File: src/rtl/adc_frame_packer_pkg.sv
// -----------------------------------------------------------------------------
// adc_frame_packer_pkg
//   Shared types, constants and word-building helpers for adc_frame_packer.
//   - state_t      : framing FSM states (IDLE, DATA, TRL)
//   - HDR_MAGIC    : header tag in bits [63:48]
//   - TRL_MAGIC    : trailer tag in bits [63:48]
//   - FIFO_W       : readout FIFO word width (64)
//   - make_header  : {HDR_MAGIC, trigger, frame_seq, 16'h0}
//   - make_trailer : {TRL_MAGIC, count, drop_cnt, 14'h0, len_err, overflow}
//   - pack_lanes   : spreads up to 4 raw samples into 16-bit zero-extended lanes
//   - sat_inc16    : saturating 16-bit increment
// -----------------------------------------------------------------------------
package adc_frame_packer_pkg;

    localparam int          FIFO_W    = 64;
    localparam logic [15:0] HDR_MAGIC = 16'hA5C3;
    localparam logic [15:0] TRL_MAGIC = 16'h5A3C;

    typedef enum logic [1:0] {
        ST_IDLE = 2'd0,
        ST_DATA = 2'd1,
        ST_TRL  = 2'd2
    } state_t;

    function automatic logic [FIFO_W-1:0] make_header(
        input logic [15:0] trig,
        input logic [15:0] seq
    );
        return {HDR_MAGIC, trig, seq, 16'h0000};
    endfunction

    function automatic logic [FIFO_W-1:0] make_trailer(
        input logic [15:0] count,
        input logic [15:0] drops,
        input logic        len_err,
        input logic        ovf
    );
        return {TRL_MAGIC, count, drops, 14'd0, len_err, ovf};
    endfunction

    function automatic logic [15:0] sat_inc16(input logic [15:0] v);
        return (v == 16'hFFFF) ? v : v + 16'd1;
    endfunction

    // raw holds num_ch samples of adc_bits each, packed from bit 0 upward.
    // Lane k of the result is sample k zero-extended to 16 bits; lanes at or
    // above num_ch stay zero.
    function automatic logic [FIFO_W-1:0] pack_lanes(
        input logic [63:0] raw,
        input int          num_ch,
        input int          adc_bits
    );
        logic [63:0] word;
        logic [63:0] mask;
        logic [63:0] lane;
        word = '0;
        mask = (64'd1 << adc_bits) - 64'd1;
        for (int k = 0; k < 4; k++) begin
            lane = '0;
            if (k < num_ch) begin
                lane = (raw >> (k * adc_bits)) & mask;
            end
            word = word | (lane << (16 * k));
        end
        return word;
    endfunction

endpackage

File: src/rtl/adc_frame_packer.sv
// -----------------------------------------------------------------------------
// adc_frame_packer
//   Frames AD9228 sample sets into header / data / trailer words and writes
//   one 64-bit word per clock into the readout FIFO, counting dropped words.
//
//   Build option: define ADC_FRAME_PACKER_TEST_PATTERN_EN to replace adc_data
//   with a counting pattern (lane k of sample i = i*NUM_CH + k, truncated to
//   ADC_BITS). Framing is identical in both builds.
//
//   Ports
//     clk            in   readout clock
//     rstn           in   asynchronous active-low reset
//     AD9228_read_en in   adc_data holds a valid sample set this cycle
//     adc_data       in   NUM_CH*ADC_BITS, channel k at [k*ADC_BITS +: ADC_BITS]
//     trigger_count  in   16-bit trigger counter, captured into the header
//     fifo_full      in   readout FIFO full flag
//     fifo_din       out  64-bit FIFO write data
//     fifo_wr_en     out  FIFO write strobe
//     frame_done     out  one-cycle pulse on the trailer edge
//     overflow       out  sticky: a word was dropped in the current/last frame
//     frame_seq      out  completed-frame counter (wraps)
//     o_dbg_state    out  current FSM state (state_t encoding)
//
//   FIFO write contract: there is no ready/back-pressure path. A word is
//   written when fifo_wr_en=1 on a rising edge. A word that falls due while
//   fifo_full=1 is dropped (fifo_wr_en stays 0), counted in drop_cnt and flagged
//   in overflow; the framing FSM never stalls.
// -----------------------------------------------------------------------------
module adc_frame_packer
    import adc_frame_packer_pkg::*;
#(
    parameter int NUM_CH      = 4,
    parameter int ADC_BITS    = 12,
    parameter int MAX_SAMPLES = 1280
) (
    input  logic                       clk,
    input  logic                       rstn,
    input  logic                       AD9228_read_en,
    input  logic [NUM_CH*ADC_BITS-1:0] adc_data,
    input  logic [15:0]                trigger_count,
    input  logic                       fifo_full,
    output logic [FIFO_W-1:0]          fifo_din,
    output logic                       fifo_wr_en,
    output logic                       frame_done,
    output logic                       overflow,
    output logic [15:0]                frame_seq,
    output logic [1:0]                 o_dbg_state
);

    localparam int          SAMPLE_W = NUM_CH * ADC_BITS;
    localparam logic [15:0] MAX_CNT  = 16'(MAX_SAMPLES);

    state_t              r_state;
    state_t              w_next_state;

    logic [SAMPLE_W-1:0] r_hold;
    logic                r_hold_valid;
    logic [15:0]         r_count;
    logic [15:0]         r_drop_cnt;
    logic                r_len_err;
    logic                r_overflow;
    logic [15:0]         r_frame_seq;
    logic [FIFO_W-1:0]   r_fifo_din;
    logic                r_fifo_wr_en;
    logic                r_frame_done;

    logic                w_emit;      // a word falls due on this edge
    logic [FIFO_W-1:0]   w_word;
    logic                w_start;     // header edge: opens a new frame
    logic                w_capture;   // accept the current sample into hold
    logic                w_discard;   // sample beyond MAX_SAMPLES
    logic                w_trl;
    logic                w_drop;
    logic                w_write;
    logic [SAMPLE_W-1:0] w_sample;
    logic [63:0]         w_hold_ext;

    assign w_hold_ext = 64'(r_hold);
    assign w_drop     = w_emit & fifo_full;
    assign w_write    = w_emit & ~fifo_full;

    // ---------------------------------------------------------------- sample
`ifdef ADC_FRAME_PACKER_TEST_PATTERN_EN
    // Sample index equals the number of samples already accepted this frame;
    // the header edge captures index 0.
    logic [15:0] w_idx;
    assign w_idx = w_start ? 16'd0 : r_count;

    always_comb begin
        w_sample = '0;
        for (int k = 0; k < NUM_CH; k++) begin
            w_sample[k*ADC_BITS +: ADC_BITS] =
                ADC_BITS'(32'(w_idx) * 32'(NUM_CH) + 32'(k));
        end
    end
`else
    assign w_sample = adc_data;
`endif

    // ------------------------------------------------------------------- FSM
    always_ff @(posedge clk or negedge rstn) begin
        if (!rstn) begin
            r_state <= ST_IDLE;
        end else begin
            r_state <= w_next_state;
        end
    end

    always_comb begin
        w_next_state = r_state;
        w_emit       = 1'b0;
        w_word       = '0;
        w_start      = 1'b0;
        w_capture    = 1'b0;
        w_discard    = 1'b0;
        w_trl        = 1'b0;
        case (r_state)
            ST_IDLE: begin
                if (AD9228_read_en) begin
                    w_emit       = 1'b1;
                    w_word       = make_header(trigger_count, r_frame_seq);
                    w_start      = 1'b1;
                    w_next_state = ST_DATA;
                end
            end
            ST_DATA: begin
                // hold goes invalid once the frame is over-length, which
                // silences data words until the trailer.
                w_emit = r_hold_valid;
                w_word = pack_lanes(w_hold_ext, NUM_CH, ADC_BITS);
                if (AD9228_read_en) begin
                    if (r_count < MAX_CNT) begin
                        w_capture = 1'b1;
                    end else begin
                        w_discard = 1'b1;
                    end
                end else begin
                    w_next_state = ST_TRL;
                end
            end
            ST_TRL: begin
                // read_en is ignored here; a sample arriving now is lost.
                w_emit       = 1'b1;
                w_trl        = 1'b1;
                w_word       = make_trailer(
                                   r_count,
                                   fifo_full ? sat_inc16(r_drop_cnt) : r_drop_cnt,
                                   r_len_err,
                                   r_overflow | fifo_full);
                w_next_state = ST_IDLE;
            end
            default: begin
                w_next_state = ST_IDLE;
            end
        endcase
    end

    // -------------------------------------------------------------- datapath
    always_ff @(posedge clk or negedge rstn) begin
        if (!rstn) begin
            r_hold       <= '0;
            r_hold_valid <= 1'b0;
            r_count      <= '0;
            r_drop_cnt   <= '0;
            r_len_err    <= 1'b0;
            r_overflow   <= 1'b0;
            r_frame_seq  <= '0;
            r_fifo_din   <= '0;
            r_fifo_wr_en <= 1'b0;
            r_frame_done <= 1'b0;
        end else begin
            r_fifo_wr_en <= w_write;
            if (w_write) begin
                r_fifo_din <= w_word;
            end
            r_frame_done <= w_trl;
            if (w_trl) begin
                r_frame_seq <= r_frame_seq + 16'd1;
            end
            if (w_start) begin
                // Per-frame accounting restarts here; a dropped header is the
                // first drop of the new frame.
                r_hold       <= w_sample;
                r_hold_valid <= 1'b1;
                r_count      <= 16'd1;
                r_len_err    <= 1'b0;
                r_drop_cnt   <= {15'd0, fifo_full};
                r_overflow   <= fifo_full;
            end else begin
                if (w_drop) begin
                    r_drop_cnt <= sat_inc16(r_drop_cnt);
                    r_overflow <= 1'b1;
                end
                if (w_capture) begin
                    r_hold  <= w_sample;
                    r_count <= r_count + 16'd1;
                end
                if (w_discard) begin
                    r_len_err    <= 1'b1;
                    r_hold_valid <= 1'b0;
                end
            end
        end
    end

    assign fifo_din    = r_fifo_din;
    assign fifo_wr_en  = r_fifo_wr_en;
    assign frame_done  = r_frame_done;
    assign overflow    = r_overflow;
    assign frame_seq   = r_frame_seq;
    assign o_dbg_state = r_state;

endmodule
File: config.mk
export PLATFORM = sky130hd
export DESIGN_NAME = adc_frame_packer
export DESIGN_NICKNAME = d
export VERILOG_FILES = /design/src/rtl/adc_frame_packer_pkg.sv /design/src/rtl/adc_frame_packer.sv
export SDC_FILE = /design/constraint.sdc
export NUM_CORES = 1
export LEC_CHECK = 0
export CELL_PAD_IN_SITES_DETAIL_PLACEMENT = 1
export CELL_PAD_IN_SITES_GLOBAL_PLACEMENT = 1
export CORE_MARGIN = 2
export CORE_UTILIZATION = 40
export CTS_BUF_LIST = sky130_fd_sc_hd__clkbuf_8
export DETAILED_ROUTE_END_ITERATION = 16
export GPL_ROUTABILITY_DRIVEN = 0
export PLACE_DENSITY_LB_ADDON = 0.2
export SLEW_MARGIN = 20
export SYNTH_ARGS = -nofsm -noshare
export SYNTH_HDL_FRONTEND = slang
export SYNTH_SLANG_ARGS = --single-unit
File: constraint.sdc
create_clock -name clk -period 2.1 [get_ports clk]
set_input_delay 0.315 -clock clk [delete_from_list [all_inputs] [get_ports clk]]
set_output_delay 0.315 -clock clk [all_outputs]
set_load 0.05 [all_outputs]
==> results of run 1 <==
-- kinds of logic after synthesis --
kind of cell	after synthesis	synth area share (%)
adder cells (fa/ha/maj)	3	0.511
XOR/XNOR	16	1.91
other	1	0.0511
multiplexers	9	1.24
flip-flops	161	54.9
AO/OA/AOI/OAI	163	14.9
buffers and inverters	69	4.09
AND/OR/NAND/NOR	358	22.4
-- metal layers --
layer / routed length [microns] / share of wire, %
met1: 10200 / 44
met2: 11300 / 49
met3: 1180 / 5.1
met4: 361 / 1.6
met5: 0 / 0
-- state kept, by name (all words and copies together) (netlist names) --
signal / cells
r_hold_valid: 1
r_hold: 48
frame_seq: 16
fifo_wr_en: 1
r_drop_cnt: 16
r_len_err: 1
frame_done: 1
o_dbg_state: 2
r_count: 16
overflow: 1
fifo_din: 58
-- per-stage QoR --
stage,std cells,setup TNS [ps],hold WS [ps],total power [mW]
6_report,1190,0,359,9.01
4_1_cts,1188,0,329,9.11
2_1_floorplan,783,0,19.4,5.60
5_1_grt,1190,0,345,9.46
3_5_place_dp,1155,-10040,312,6.85
3_3_place_gp,1155,-5760,307,6.75
-- worst paths after layout --
| path | startpoint | endpoint | slack (ps) | cells after the start |
|---|---|---|---|---|
| min in group clk | adc_data[30] | r_hold[30] | 360 | 3 |
| setup reg to reg | r_drop_cnt[3] | r_drop_cnt[13] | 80 | 4 |
| hold / removal | rstn | r_hold[47] | 360 | 2 |
| hold reg to reg | r_hold[27] | r_hold[27] | 490 | 2 |
| setup / recovery | frame_seq[15] | frame_seq[15] | 50 | 1 |
| max in group asynchronous | rstn | o_dbg_state[1] | 990 | 3 |
-- cells in the final DEF (no fill, tap or decap), drive strengths merged, types with 18 or more instances in the layout --
cell / instances
a21oi: 33
a22oi: 19
buf: 60
clkbuf: 18
clkdlybuf4s50: 133
dfrtp: 161
nand2: 228
nand3: 23
nor2: 33
o21ai: 46
-- repair_timing --
action	in CTS	in global routing
endpoints found under the setup margin	5	9
gates resized for setup	5	11
gates cloned	0	0
setup buffers	0	2
hold endpoints to repair	52	0
hold buffers	1	0
-- power groups by stage --
stage                     registers, mW  clock network, mW  logic, mW
after floorplan                    4.79                  0      0.813
after global placement             3.92                  0       2.82
after detailed placement           3.95                  0       2.90
after CTS                          3.90               2.31       2.90
after global routing               3.95               2.43       3.07
final                              3.90               2.24       2.88
-- final cells by class --
class / count / area share [%]
tap: 229 / 2.90
clock buffer: 18 / 2.50
timing repair buffer: 206 / 21.1
clock inverter: 14 / 1.33
sequential: 161 / 40.8
inverter: 9 / 0.342
multi-input combinational: 553 / 31.0
==> results.txt, run 1 <==
----------------------------------------------------
[Power]
  Reported leakage power ... between 4 and 5 nW
  Net Sw Power ... about 3.5 mW
  IR Drop Worst-Case VDD ... 0.513 mV
  Clk network pwr share ... ~25%
  Fraction of power consumed by sequential logic ... between 40 and 50%
  Power density normalized to cell area ... 911 nW/um^2
  Switching share of power ... around two fifths
  Internal cell power ... around 5.6 mW
  Part of the total power dissipated in combinational logic ... 31.9%

[Critical path]
  Cell family with the largest share of critical-path delay ... buffers and inverters
  Startpoint-to-endpoint class of the critical path ... reg -> out
  Category of the worst setup path capture point ... primary output
  Kind of start point of the critical path ... register
  Critical path data required time ... ~1800 ps
  Largest driver fanout on the critical path ... 3
  CP bufs+invs ... 1
  Slowest Stage Delay on Critical Path ... 840 ps
  Crit path cell chain ... clkdlybuf4s50_1
  Slowest cell on crit path ... clkdlybuf4s50_1
  Endpoint arrival time on the critical path ... about 1700 ps

[Global route]
  Global-route wire length before repair ... 37,800 microns
  GRT met1 Usage ... ~32%
  M2 GR Usage ... between 40% and 50%
  Gr ovfl total ... 0
  Number of antenna violations at the first check in global routing ... 0
  Tot GR Track Use ... between 20% and 30%
  Pin count of the biggest net entering global routing ... between 50 and 60
  Vias in the first global route ... 7,151
  Fraction of met3 tracks used by global routing ... 4.78%
  Busiest grt layer ... met2

[Timing]
  Setup violators final ... 0
  Shortest clock period the worst path allows after layout ... 2050 ps
  Least-Margin Pin Slew ... 614 ps
  Final critical-path share of the clock period ... 97.5%
  Fin. Hold Viols ... 0
  Fin. max-slew vios ... 0
  Final Skew ... roughly 19 ps
  Fin worst setup slack ... approximately 53 ps
  RSZ-0062 raised after global routing ... false
  Rel. slew slack ... between 50% and 60%
  Maximum operating frequency ... 488 MHz

[Yosys]
  Commonest cells post-synth ... nand2_1 (228), dfrtp_1 (161), o21ai_1 (35), clkbuf_1 (34)
  Share of synthesized flip-flops with an asynchronous set or reset ... 100%
  Number of unique standard cell types used by synthesis ... 63
  Number of flip-flops and latches in the synthesized netlist ... approximately 160
  Post-synth EDFFs ... 0
  Synth top area share ... 54.9%
  Cell with the most instances after synthesis ... nand2_1
  Number of warnings printed during yosys synthesis ... 0
  Number of standard cells after synthesis ... roughly 800
  Area of the mapped netlist ... between 7000 and 8000 sq um
  Top area cells in the synthesized netlist ... dfrtp_1 (55%), nand2_1 (12%), o21ai_1 (2.4%)
  Sequential area share after synthesis ... between 50% and 60%
  Top cell type by total area after synthesis ... dfrtp_1
  Synthesized area per cell ... roughly 9.4 sq um
  Primary FF master, synth ... dfrtp_1

[Clock tree]
  Total CTS buffers ... 17
  CTS sink cnt ... ~160
  Clock slew at the register clock pins of the worst setup and hold paths ... approximately 90 ps
  Number of levels the H-tree was split into ... 4
  Worst-Skew Late Latency ... 480 ps
  Maximum root-to-sink buffer count ... 2
  Root buf cell ... clkbuf_8
  TritonCTS clock tree ... done

[Finish]
  Ratio of cells with drive above 1 in the final layout ... about an eighth
  Number of nets at the end of the flow ... 1,019
  Antenna Cells ... 0
  Utilization after layout ... 55.1%
  Total area of sequential cells ... 4030 sq um
  Area Overhead vs Synth ... 34.8%
  Multi-input combinational cell area ... between 3000 and 4000 sq um
  Fill count ... slightly above 2,000
  Final design instance area without fill ... about 9900 sq um

[Placed design]
  Worst slack at placement ... -226 ps
  Post-DP HPWL ... roughly 17,000 microns
  Standard cell area after detailed placement ... 9470 sq um
  Input/output buffers ... 148

[Floorplanning]
  Core Box Area ... around 18,000 sq um
  Starting utilization of the core area ... between 40% and 50%
  Total I/O pin count ... between 150 and 200
  Standard-cell row count ... 49
  Die W ... ~140 microns
  Height of the chip ... around 140 microns
  Overall die area ... 19,400 sq um

[Route]
  DR DRC count ... 0
  Average vias per placed instance ... 5.51
  Average wire per cell in the routed design ... slightly below 20 microns
  Sum of routed wire length over all layers ... around 23,000 microns
  First-pass detailed-route iteration total ... 4
  Routed vias ... between 6,000 and 7,000
  Antenna violation net count after detailed routing ... 0
  Initial drt markers ... slightly below 300

[Status]
  Status ... complete, no violations

[Hold path]
  Path class of the lowest-slack min-delay path ... in -> async

[Flow run]
  Reported max-cap violation count ... 0

----------------------------------------------------
(Power assumes the default switching activity.)
==> run 2, diff against run 1 <==
CORE_UTILIZATION = 36   (was 40)
clock period = 1.8 ns   (was 2.1 ns; I/O delays follow)
==> run 2 against run 1 <==
Against the previous run: the run now ends with setup timing left; non-clock buffer count grew 46; count of clock-buffer cells in the layout rose by 2; power increased by 20%; wire length up 5.5%; cell count grew 7.3%; utilization shrank 3.5 points; die area increased by 11%; critical endpoint is now r_drop_cnt[12]; largest cell class unchanged; highest routed layer unchanged.
==> results.txt, run 2 (synthesis results as in run 1) <==
----------------------------------------------------
[Floorplanning]
  Core Box Area ... 20,100 sq um
  Standard-cell row count ... 52
  Total I/O pin count ... approximately 150
  Height of the chip ... 147 microns
  Die W ... 147 microns
  Starting utilization of the core area ... between 30% and 40%
  Overall die area ... 21,500 sq um

[Finish]
  Fin cells ... roughly 1,300
  Flip-flop count of the largest register, all copies and words added ... 58
  Multi-input combinational cell area ... between 3000 and 4000 sq um
  Antenna Cells ... 0
  Commonest non-fill, non-tap cells in the layout ... nand2_1 (228), dfrtp_1 (155), buf_4 (129), clkdlybuf4s50_1 (66), o21ai_1 (34)
  Area Overhead vs Synth ... 41.2%
  Commonest non-fill, non-tap cell in the layout ... nand2_1
  Total area of sequential cells ... roughly 4000 sq um
  Ratio of cells with drive above 1 in the final layout ... a little under a quarter
  Fill count ... approximately 2,300
  Number of nets at the end of the flow ... 1,066

[Timing]
  Fin worst setup slack ... -106 ps
  Final critical-path share of the clock period ... 106%
  Maximum operating frequency ... 525 MHz
  Final Skew ... 14.2 ps
  Rel. slew slack ... between 60 and 70%
  Fin. max-slew vios ... 0
  Setup violators final ... 3
  Final sum of negative setup slack ... -145 ps
  Shortest clock period the worst path allows after layout ... between 1500 and 2000 ps
  Least-Margin Pin Slew ... ~500 ps
  Tightest hold margin ... 277 ps
  Fin. Hold Viols ... 0
  RSZ-0062 raised after global routing ... true

[Power]
  Reported leakage power ... roughly 4.9 nW
  Power density normalized to cell area ... roughly 1000 nW/um^2
  IR Drop Worst-Case VDD ... ~0.53 mV

[Status]
  Failing checks ... setup timing
  Status ... finished, violations left

[Placed design]
  Post-DP HPWL ... between 15,000 and 20,000 microns
  Input/output buffers ... about 150
  Worst slack at placement ... -311 ps
  Placed Cells ... around 1,200

[Clock tree]
  Worst-Skew Late Latency ... 460 ps
  CTS sink cnt ... approximately 160
  Number of levels the H-tree was split into ... 4
  Clock slew at the register clock pins of the worst setup and hold paths ... 100 ps
  Root buf cell ... clkbuf_8
  TritonCTS clock tree ... done
  Total CTS buffers ... 17
  Maximum root-to-sink buffer count ... 2

[Critical path]
  Endpoint arrival time on the critical path ... ~2300 ps
  Category of the worst setup path capture point ... register
  Largest driver fanout on the critical path ... 5
  Startpoint-to-endpoint class of the critical path ... reg -> reg
  Critical path data required time ... between 2000 and 2500 ps
  Kind of start point of the critical path ... register

[Global route]
  Number of antenna violations at the first check in global routing ... 0
  Tot GR Track Use ... 23.3%
  Pin count of the biggest net entering global routing ... just over 60
  Global-route wire length before repair ... approximately 40,000 microns
  Gr ovfl total ... 0
  Vias in the first global route ... between 7,000 and 8,000

[Route]
  Sum of routed wire length over all layers ... approximately 24,000 microns
  DR DRC count ... 0
  First-pass detailed-route iteration total ... 4
  Antenna violation net count after detailed routing ... 0
  Average vias per placed instance ... ~5.2
  Routed vias ... 6,699
  Initial drt markers ... 327
  Average wire per cell in the routed design ... between 15 and 20 microns

[Flow run]
  Reported max-cap violation count ... 0

[Hold path]
  Path class of the lowest-slack min-delay path ... in -> async

----------------------------------------------------
-- run 2: changes by cell type in the layout (fill, tap and decap cells not counted), sizes merged --
cell / change
buf: +92
clkinvlp: -1
dlygate4sd2: +28
dlymetal6s2s: -7
bufinv: +2
a41oi: +1
clkbuf: +2
inv: -2
clkdlybuf4s50: -67
clkinv: -2
-- run 2: path summary, 6_finish.rpt --
check / startpoint / end / slack (ps) / cells past startpoint
max: r_drop_cnt[0] / r_drop_cnt[12] / -110 / 6
min: rstn / fifo_din[53] / 280 / 2
max reg2reg: r_drop_cnt[0] / r_drop_cnt[12] / -110 / 6
min reg2reg: fifo_din[4] / fifo_din[4] / 470 / 2
max in group asynchronous: rstn / frame_seq[15] / 850 / 3
min in group clk: adc_data[45] / r_hold[45] / 330 / 3
-- run 2: per-layer routing --
| layer | share of wire (%) | global-route usage [%] | wire [microns] |
|---|---|---|---|
| met5 | 0 | 0 | 0 |
| met2 | 50 | 39.8 | 12100 |
| met4 | 1.4 | 6.26 | 332 |
| met1 | 45 | 30.7 | 11000 |
| met3 | 3.8 | 3.98 | 926 |
-- run 2: worst max-delay path, stage by stage (launching register included) --
cell and delay (ps):
dfrtp_2 440, ha_4 170, nand3_4 110, buf_4 170, a2111o_1 450, o21bai_1 250
o311a_1 250
-- run 2: final cells by class --
class	count	share of cell area, %
well taps	270	3.26
flip-flops and latches	161	39.0
multi-input cells	554	31.0
clock buffers	20	2.66
repair buffers	252	22.3
clock inverters	11	1.49
inverters	9	0.326
-- run 2: stage by stage --
stage                     area (sq um)  total power [mW]  util (%)
after floorplan                   7380              6.56         -
after global placement            9700              7.95      48.3
after detailed placement          9700              8.07      48.3
after CTS                        10200              10.9      50.9
after global routing             10400              11.4      51.5
final                            10400              10.8      51.5
-- run 2: what timing repair did --
item / 4_1_cts / 5_1_grt
setup endpoints to repair: 63 / 66
resized for setup: 47 / 21
endpoints found under the hold margin: 32 / 0
cloned: 1 / 0
hold buffers: 1 / 0
pin swaps: 13 / 1
buffers inserted: 9 / 4
-- run 2: where the power goes --
group | leakage (nW) | switching (mW) | total (mW) | internal (mW)
Sequential | 2.06 | 0.388 | 4.52 | 4.13
Combinational | 2.65 | 2.23 | 3.41 | 1.17
Clock | 0.212 | 1.42 | 2.91 | 1.49
Total | 4.92 | 4.04 | 10.8 | 6.79
